`src/rtl/dram_bridge_pkg.sv`:
```
// Shared types and helpers for the 32-bit core port to 128-bit DRAM line bridge.
package dram_bridge_pkg;

    typedef enum logic [2:0] {
        IDLE,
        RD_REQ,
        RD_WAIT,
        WR_REQ,
        DONE
    } bridge_state_t;

    localparam int unsigned WORDS_PER_LINE   = 4;
    localparam int unsigned LINE_OFFSET_BITS = 4;

    // DRAM mask is active-high "do not write": only the addressed word lane is opened.
    function automatic logic [15:0] lane_mask(input logic [1:0] lane, input logic [3:0] wstrb);
        logic [15:0] m;
        m = '1;
        m[4*lane +: 4] = ~wstrb;
        return m;
    endfunction

    function automatic logic [31:0] word_of(input logic [127:0] line, input logic [1:0] idx);
        return line[32*idx +: 32];
    endfunction

endpackage

```
`src/rtl/dram_line_buffer.sv`:
```
// One-line read buffer: holds the last DRAM line fetched, with tag compare and write merge.
module dram_line_buffer
    import dram_bridge_pkg::*;
#(
    parameter int TAG_W = 24
) (
    input  logic             clock,
    input  logic             resetn,
    input  logic [TAG_W-1:0] lookup_tag,
    input  logic [1:0]       word_sel,
    output logic             hit,
    output logic [31:0]      rd_word,
    input  logic             fill_en,
    input  logic [TAG_W-1:0] fill_tag,
    input  logic [127:0]     fill_line,
    input  logic             merge_en,
    input  logic [1:0]       merge_lane,
    input  logic [3:0]       merge_strb,
    input  logic [31:0]      merge_data
);

    logic [127:0]     line_q;
    logic [TAG_W-1:0] tag_q;
    logic             valid_q;

    always_ff @(posedge clock) begin
        if (!resetn) begin
            valid_q <= 1'b0;
            tag_q   <= '0;
            line_q  <= '0;
        end else if (fill_en) begin
            valid_q <= 1'b1;
            tag_q   <= fill_tag;
            line_q  <= fill_line;
        end else if (merge_en) begin
            for (int unsigned b = 0; b < 4; b++) begin
                if (merge_strb[b]) begin
                    line_q[32*merge_lane + 8*b +: 8] <= merge_data[8*b +: 8];
                end
            end
        end
    end

    assign hit     = valid_q && (tag_q == lookup_tag);
    assign rd_word = word_of(line_q, word_sel);

endmodule

```
`src/rtl/dram_word_bridge.sv`:
```
// Bridges single-word reads and byte-strobed writes onto 128-bit DRAM line commands,
// one command outstanding, with a one-line read buffer in front of DRAM.
module dram_word_bridge
    import dram_bridge_pkg::*;
#(
    parameter int ADDR_WIDTH = 28,
    parameter int DATA_WIDTH = 128,
    parameter int MASK_WIDTH = 16
) (
    input  logic                  clock,
    input  logic                  resetn,
    input  logic                  i_ren,
    input  logic [31:0]           i_raddr,
    output logic                  o_rvalid,
    output logic [31:0]           o_rdata,
    input  logic                  i_wen,
    input  logic [31:0]           i_waddr,
    input  logic [3:0]            i_wstrb,
    input  logic [31:0]           i_wdata,
    output logic                  o_wready,
    output logic                  o_dram_ren,
    output logic                  o_dram_wen,
    output logic [ADDR_WIDTH-2:0] o_dram_addr,
    output logic [DATA_WIDTH-1:0] o_dram_wdata,
    output logic [MASK_WIDTH-1:0] o_dram_wmask,
    output logic                  o_dram_user_busy,
    input  logic                  i_dram_init_calib_complete,
    input  logic                  i_dram_busy,
    input  logic [DATA_WIDTH-1:0] i_dram_rdata,
    input  logic                  i_dram_rdata_valid
);

    localparam int TAG_W = ADDR_WIDTH - LINE_OFFSET_BITS;

    bridge_state_t           state;
    logic [ADDR_WIDTH-1:2]   addr_q;
    logic [3:0]              wstrb_q;
    logic [31:0]             wdata_q;
    logic [TAG_W-1:0]        lookup_tag;
    logic                    buf_hit;
    logic [31:0]             buf_word;
    logic                    fill_en;
    logic                    merge_en;
    logic                    unused_addr_bits;

    assign o_dram_user_busy = 1'b0;
    assign unused_addr_bits = ^{i_raddr[31:ADDR_WIDTH], i_raddr[1:0],
                                i_waddr[31:ADDR_WIDTH], i_waddr[1:0]};

    // The single tag comparator serves the read lookup in IDLE and the write-merge check in WR_REQ.
    always_comb begin
        lookup_tag = i_raddr[ADDR_WIDTH-1:LINE_OFFSET_BITS];
        if (state == WR_REQ) begin
            lookup_tag = addr_q[ADDR_WIDTH-1:LINE_OFFSET_BITS];
        end
        fill_en  = (state == RD_WAIT) && i_dram_rdata_valid;
        merge_en = (state == WR_REQ) && !i_dram_busy && buf_hit;
    end

    dram_line_buffer #(.TAG_W(TAG_W)) u_line_buffer (
        .clock      (clock),
        .resetn     (resetn),
        .lookup_tag (lookup_tag),
        .word_sel   (i_raddr[3:2]),
        .hit        (buf_hit),
        .rd_word    (buf_word),
        .fill_en    (fill_en),
        .fill_tag   (addr_q[ADDR_WIDTH-1:LINE_OFFSET_BITS]),
        .fill_line  (i_dram_rdata),
        .merge_en   (merge_en),
        .merge_lane (addr_q[3:2]),
        .merge_strb (wstrb_q),
        .merge_data (wdata_q)
    );

    always_ff @(posedge clock) begin
        if (!resetn) begin
            state        <= IDLE;
            addr_q       <= '0;
            wstrb_q      <= '0;
            wdata_q      <= '0;
            o_rvalid     <= 1'b0;
            o_rdata      <= '0;
            o_wready     <= 1'b0;
            o_dram_ren   <= 1'b0;
            o_dram_wen   <= 1'b0;
            o_dram_addr  <= '0;
            o_dram_wdata <= '0;
            o_dram_wmask <= '0;
        end else begin
            o_rvalid <= 1'b0;
            o_wready <= 1'b0;
            case (state)
                IDLE: begin
                    if (i_dram_init_calib_complete) begin
                        if (i_wen) begin
                            addr_q       <= i_waddr[ADDR_WIDTH-1:2];
                            wstrb_q      <= i_wstrb;
                            wdata_q      <= i_wdata;
                            o_dram_wen   <= 1'b1;
                            o_dram_addr  <= {i_waddr[ADDR_WIDTH-1:LINE_OFFSET_BITS], 3'b000};
                            o_dram_wdata <= {WORDS_PER_LINE{i_wdata}};
                            o_dram_wmask <= lane_mask(i_waddr[3:2], i_wstrb);
                            state        <= WR_REQ;
                        end else if (i_ren) begin
                            addr_q <= i_raddr[ADDR_WIDTH-1:2];
                            if (buf_hit) begin
                                o_rdata  <= buf_word;
                                o_rvalid <= 1'b1;
                                state    <= DONE;
                            end else begin
                                o_dram_ren  <= 1'b1;
                                o_dram_addr <= {i_raddr[ADDR_WIDTH-1:LINE_OFFSET_BITS], 3'b000};
                                state       <= RD_REQ;
                            end
                        end
                    end
                end
                RD_REQ: begin
                    if (!i_dram_busy) begin
                        o_dram_ren <= 1'b0;
                        state      <= RD_WAIT;
                    end
                end
                RD_WAIT: begin
                    if (i_dram_rdata_valid) begin
                        o_rdata  <= word_of(i_dram_rdata, addr_q[3:2]);
                        o_rvalid <= 1'b1;
                        state    <= DONE;
                    end
                end
                WR_REQ: begin
                    if (!i_dram_busy) begin
                        o_dram_wen <= 1'b0;
                        o_wready   <= 1'b1;
                        state      <= DONE;
                    end
                end
                DONE:    state <= IDLE;
                default: state <= IDLE;
            endcase
        end
    end

endmodule

```
`config.mk`:
```
export PLATFORM = sky130hd
export DESIGN_NAME = dram_word_bridge
export DESIGN_NICKNAME = d
export VERILOG_FILES = /design/src/rtl/dram_bridge_pkg.sv /design/src/rtl/dram_line_buffer.sv /design/src/rtl/dram_word_bridge.sv
export SDC_FILE = /design/constraint.sdc
export NUM_CORES = 1
export LEC_CHECK = 0
export ABC_AREA = 0
export CAP_MARGIN = 20
export CORE_ASPECT_RATIO = 1.25
export CORE_UTILIZATION = 45
export DETAILED_ROUTE_END_ITERATION = 7
export HOLD_SLACK_MARGIN = 0.06
export PLACE_DENSITY_LB_ADDON = 0.12
export SYNTH_ARGS = -nofsm -noshare
export SYNTH_HDL_FRONTEND = slang
export SYNTH_SLANG_ARGS = --single-unit
```
`constraint.sdc`:
```
create_clock -name clock -period 3.4 [get_ports clock]
set_input_delay 0.68 -clock clock [delete_from_list [all_inputs] [get_ports clock]]
set_output_delay 0.68 -clock clock [all_outputs]
set_load 0.01 [all_outputs]
```
### Word-level counts from Yosys, hierarchy flattened

Cells that the tools add are included.

* register bits after elaboration: 425
* bits of input ports: 235
* output and inout bits: 208
* logic and storage cells: 127

* add/sub/neg operators: 8
* eq/ne operators: 15
* shift-type cells: 12
* muxes and demuxes: 55
* bitwise gates (word level): 3
* reductions and logical operators: 19

Operator list (number)
* 2-to-1 mux 128 bit: 15
* bitwise mux 128 bit: 4
* variable shift 8 x 34 -> 128 bit, first input constant: 4
* indexed part select 8 x 34 -> 128 bit: 4
* indexed part select 128 x 8 -> 32 bit: 2
* 2-to-1 mux 32 bit: 5
* negator 32 -> 34 bit: 3
* 2-to-1 mux 27 bit: 3
* one-hot mux 32 bit (2 select lines): 1
* 2-to-1 mux 26 bit: 2
* negator 4 -> 34 bit: 1
* negator 7 -> 34 bit: 1
* variable shift 4 x 34 -> 16 bit, first input constant: 1
* indexed part select 4 x 34 -> 16 bit: 1
* equality test 24 bit: 1
* 2-to-1 mux 24 bit: 1
* 2-to-1 mux 3 bit: 7
* != test 2 bit, second input constant: 10
* adder 7 x 5 -> 8 bit, second input constant: 2
* inverter 16 bit: 1
* OR 16 bit: 1
* 2-to-1 mux 1 bit: 13
* one-hot mux 3 bit (4 select lines): 1
* AND reduction 6 bit: 2
* other kinds (14): 26

### Depth between registers and ports, before layout

* depth in word-level cells: 22
* depth in mapped cells: 13

### Cells and area by module

Synthesis repeated with hierarchy kept, for this count alone.

* cell total of the unflattened synthesis: 1610
* area total of the unflattened synthesis: 15590.0 µm²

Modules (own cells, without submodules)
* dram_line_buffer: instances 1, cells an instance 784, area an instance 8127.8 µm², sequential area each 3062.9 µm²
* dram_word_bridge: instances 1, cells an instance 826, area an instance 7462.2 µm², sequential area each 2822.7 µm²

### Worst setup path after synthesis

OpenSTA, ideal clock, no wires.

* path kind: input to register
* start point: input i_raddr[19]
* end point: register o_dram_addr[10]
* setup time: 0.119 ns
* data arrival time: 2.935 ns
* required time: 3.281 ns
* slack: 0.346 ns
* stages on the path: 8
* buffers on the path: 2
* cells stage by stage: xor2_1 or4_1 a2111o_1 or4_4 and2_1 buf_6 buf_6 o221a_1

* cells in the longest elaborated chain, start to end: 5

RTL lines
* from (decl): line dram_word_bridge.sv:13 `input logic [31:0] i_raddr,`
* 2-to-1 mux 24 bit: line dram_word_bridge.sv:53 `if (state == WR_REQ) begin`
* equality test 24 bit: line dram_line_buffer.sv:44 `assign hit = valid_q && (tag_q == lookup_tag);`
* logical AND 1 bit: line dram_line_buffer.sv:44
* != test 2 bit (no line)
* AND reduction 4 bit (no line)
* to (signal assigned): line dram_word_bridge.sv:101 `o_dram_addr <= {i_waddr[ADDR_WIDTH-1:LINE_OFFSET_BITS], 3'b000};`
* to (signal assigned): line dram_word_bridge.sv:113 `o_dram_addr <= {i_raddr[ADDR_WIDTH-1:LINE_OFFSET_BITS], 3'b000};`
* to (decl): line dram_word_bridge.sv:23 `output logic [ADDR_WIDTH-2:0] o_dram_addr,`

No other way between the ends.
A chain may end at the register's enable or synchronous reset.

### Final worst setup path

* start point: input i_raddr[22]
* end point: register u_line_buffer.line_q[46]

* cells in the longest elaborated chain, start to end: 5

RTL lines
* 2-to-1 mux 24 bit: line dram_word_bridge.sv:53
* equality test 24 bit: line dram_line_buffer.sv:44
* logical AND 1 bit: line dram_line_buffer.sv:44
* logical AND 1 bit: line dram_word_bridge.sv:57 `merge_en = (state == WR_REQ) && !i_dram_busy && buf_hit;`
* nonzero test 2 bit (no line)
* to (signal assigned): line dram_line_buffer.sv:34 `line_q <= fill_line;`
* to (signal, indexed assignment): line dram_line_buffer.sv:38 `line_q[32*merge_lane + 8*b +: 8] <= merge_data[8*b +: 8];`
* to (decl): line dram_line_buffer.sv:22 `logic [127:0] line_q;`

No other way between the ends.

==> flow_summary.json <==
{
  "finalHoldViolations": 0,
  "crit_family": "simple AND/OR/NAND/NOR gates",
  "crit_cells": 9,
  "reg2reg_slack_ns": 0.19,
  "nets": 2406,
  "cp.buffers_inverters": 3,
  "ys_seq_area_frac": 0.3563,
  "clk_path_buf_depth": 3,
  "cts_tree": "built",
  "ys_top_cells_by_area": "dfxtp_1 36%, mux4_2 8.7%, a211oi_1 6.5%, nand2_1 5.8%, buf_4 4.7%",
  "drt-pass1-iter-count": 5,
  "drt_iter0_drc": 1273,
  "status": "completed",
  "worstMarginPinSlew_ns": 1.169,
  "ys_ff_latch": 294,
  "port-buffer-count": 426,
  "fmax_mhz": 309.9,
  "cts_buffers": 34,
  "reg2regPathDepth": 9,
  "synth_most_common_cell": "dfxtp_1",
  "timing.rr.start": "state[0]$_SDFFE_PN0P_",
  "irDropWorstVdd_v": 0.0002982,
  "synthFlopType": "dfxtp_1",
  "crit_chain": "clkdlybuf4s50_1 -> inv_1 -> a2111oi_1 -> and4_1 -> nor2_1 -> or3_1 -> or2_0 -> buf_4 -> a211oi_1",
  "h-tree-depth": 2,
  "crit_arrival_ns": 3.66,
  "track_usage": 0.2997,
  "end_kind": "register",
  "maxSlewHeadroom": 0.2186,
  "via_count": 16110,
  "first_global_vias": 15710,
  "power_w": 0.01190,
  "dieHeight_um": 216.2,
  "finalSetupViolations": 0,
  "overflow": 0,
  "antenna_found_initial": 2,
  "hpwl_um": 39340,
  "wire_per_inst_um": 21.77,
  "placementRows": 78,
  "rsz0062_at_grt": "no",
  "drv_slew": 0,
  "finClkSkew_ns": 0.01834,
  "crit_end": "u_line_buffer.line_q[46]$_SDFFE_PN0P_",
  "async_flop_share": 0,
  "die_w_um": 173.4,
  "drt_wl_total_um": 58060,
  "yosys-top-cells-count": "294 x dfxtp_1, 254 x nand2_1, 146 x clkbuf_1",
  "post-route-util": 0.6158,
  "synth_top_area_cell": "dfxtp_1",
  "clk_pin_slew_ns": 0.06,
  "clkSinkCount": 294,
  "period_share": 0.9490,
  "insertion_delay_ns": 0.53,
  "cap_violations": 0,
  "critPathSlowestCell": "or3_1",
  "startpoint_type": "primary input",
  "start_util": 0.4562,
  "timing.final.crit_period_ns": 3.227,
  "slowest_delay_ns": 0.62,
  "p_per_area_nw_per_um2": 533.9,
  "grt_max_degree": 103,
  "ys_warn_count": 0,
  "synth.avg_cell_area_sq_um": 8.866,
  "cts_root_buf": "clkbuf_16",
  "yosys.area.top_type_share": 0.3563,
  "crit_fanout": 12,
  "timing.hold.ws_ns": 0.4609,
  "syn_inst": 1863,
  "p_leak_nw": 8.175,
  "area_delta_synth_final_pct": 34.99,
  "drive_gt1_frac": 0.1404,
  "ys_types": 56,
  "die-area_sq_um": 37480,
  "hold_path_class": "reg2reg",
  "ant_nets": 0,
  "crit_type": "in2reg",
  "viasPerCell": 6.040,
  "drc": 0,
  "worstReg2RegEnd": "u_line_buffer.line_q[8]$_SDFFE_PN0P_",
  "grt_pass1_wl_um": 88670,
  "cp.required_ns": 3.83,
  "pin_count": 443,
  "core_area_sq_um": 36210,
  "synth-edff-count": 0,
  "syn_area_sq_um": 16520,
  "startpoint": "i_raddr[22]",
  "place_congestion": 0.8992
}
## state kept, by name, summed over array words and instances, names as in the netlist, 3 cells and up
name / cells
addr_q: 26
o_dram_addr: 24
o_dram_wdata: 32
o_dram_wmask: 16
o_rdata: 32
state: 3
u_line_buffer.line_q: 128
u_line_buffer.tag_q: 24
wstrb_q: 4
## per-stage QoR
stage | setup WS (ns) | cell area (sq um) | instances | TNS (ns)
3_5_place_dp | -0.4310 | 21090 | 2599 | -35.57
2_1_floorplan | 0.3459 | 16530 | 1866 | 0
4_1_cts | 0.09558 | 22220 | 2659 | 0
6_report | 0.1732 | 22300 | 2667 | 0
3_3_place_gp | -0.3363 | 21090 | 2599 | -29.49
5_1_grt | 0.004345 | 22300 | 2667 | 0
## layout by cell type (no fill, tap or decap), types with 37 or more instances in the layout
| cell | count |
|---|---|
| clkdlybuf4s50_1 | 422 |
| dfxtp_1 | 291 |
| nand2_1 | 253 |
| a211oi_1 | 144 |
| o21ai_0 | 135 |
| nor2_1 | 95 |
| buf_4 | 95 |
| nand3_1 | 84 |
| mux2i_1 | 66 |
| mux4_2 | 64 |
| a21boi_0 | 62 |
| a21oi_1 | 57 |
| a2111oi_0 | 45 |
| o221a_2 | 37 |
| clkbuf_16 | 37 |
## final cells by class
type / count / area (sq um)
clock buffer: 54 / 1080
inverter: 16 / 60.06
fill: 3083 / 13910
timing repair buffer: 546 / 5466
antenna: 1 / 2.502
tap: 480 / 600.6
sequential: 294 / 5889
clock inverter: 6 / 57.56
multi-input combinational: 1270 / 9140
## cells by family (layout without fill, tap and decap cells)
group / after synthesis / in the layout / synth area share
DFF: 294 / 294 / 0.3563
buffers and inverters: 302 / 622 / 0.09605
AOI/OAI and AO/OA: 591 / 591 / 0.2642
muxes: 130 / 130 / 0.1273
and+or+nand+nor: 513 / 513 / 0.1369
xor gates and xnor gates: 23 / 23 / 0.01220
adders and majority gates: 9 / 9 / 0.006818
other: 1 / 5 / 0.0002270
## worst min-delay path: stages, from the launching register on
cell	delay [ns]
dfxtp_1	0.31
nand2_1	0.05
mux2i_1	0.05
## worst min path at each step
| stage | from | endpoint | depth (start not counted) |
|---|---|---|---|
| 2_1_floorplan | u_line_buffer.line_q[64]$_SDFFE_PN0P_ | u_line_buffer.line_q[64]$_SDFFE_PN0P_ | 2 |
| 3_3_place_gp | u_line_buffer.line_q[32]$_SDFFE_PN0P_ | u_line_buffer.line_q[32]$_SDFFE_PN0P_ | 2 |
| 3_5_place_dp | u_line_buffer.line_q[36]$_SDFFE_PN0P_ | u_line_buffer.line_q[36]$_SDFFE_PN0P_ | 2 |
| 4_1_cts | u_line_buffer.line_q[97]$_SDFFE_PN0P_ | u_line_buffer.line_q[97]$_SDFFE_PN0P_ | 2 |
| 5_1_grt | u_line_buffer.line_q[69]$_SDFFE_PN0P_ | u_line_buffer.line_q[69]$_SDFFE_PN0P_ | 2 |
| 6_report | u_line_buffer.line_q[97]$_SDFFE_PN0P_ | u_line_buffer.line_q[97]$_SDFFE_PN0P_ | 2 |
## power breakdown
part | internal, W | switching, W
Sequential | 0.00391 | 0.000380
Clock | 0.00225 | 0.00150
Combinational | 0.00183 | 0.00203
## what timing repair did
item	4_1_cts	5_1_grt
setup buffers	0	7
gates resized for setup	0	5
hold buffers	0	0
setup endpoints to repair	0	17
## per-layer routing
layer  routed length, um  vias to the layer above  global-route usage
met5                   8                        -                   0
met4                1968                        2              0.1286
met3                4038                      142             0.04596
met2               29160                      769              0.5242
met1               22890                     7777              0.3638
li1                    -                     7418                   -
Note: power is estimated with default switching activity, not from simulation.
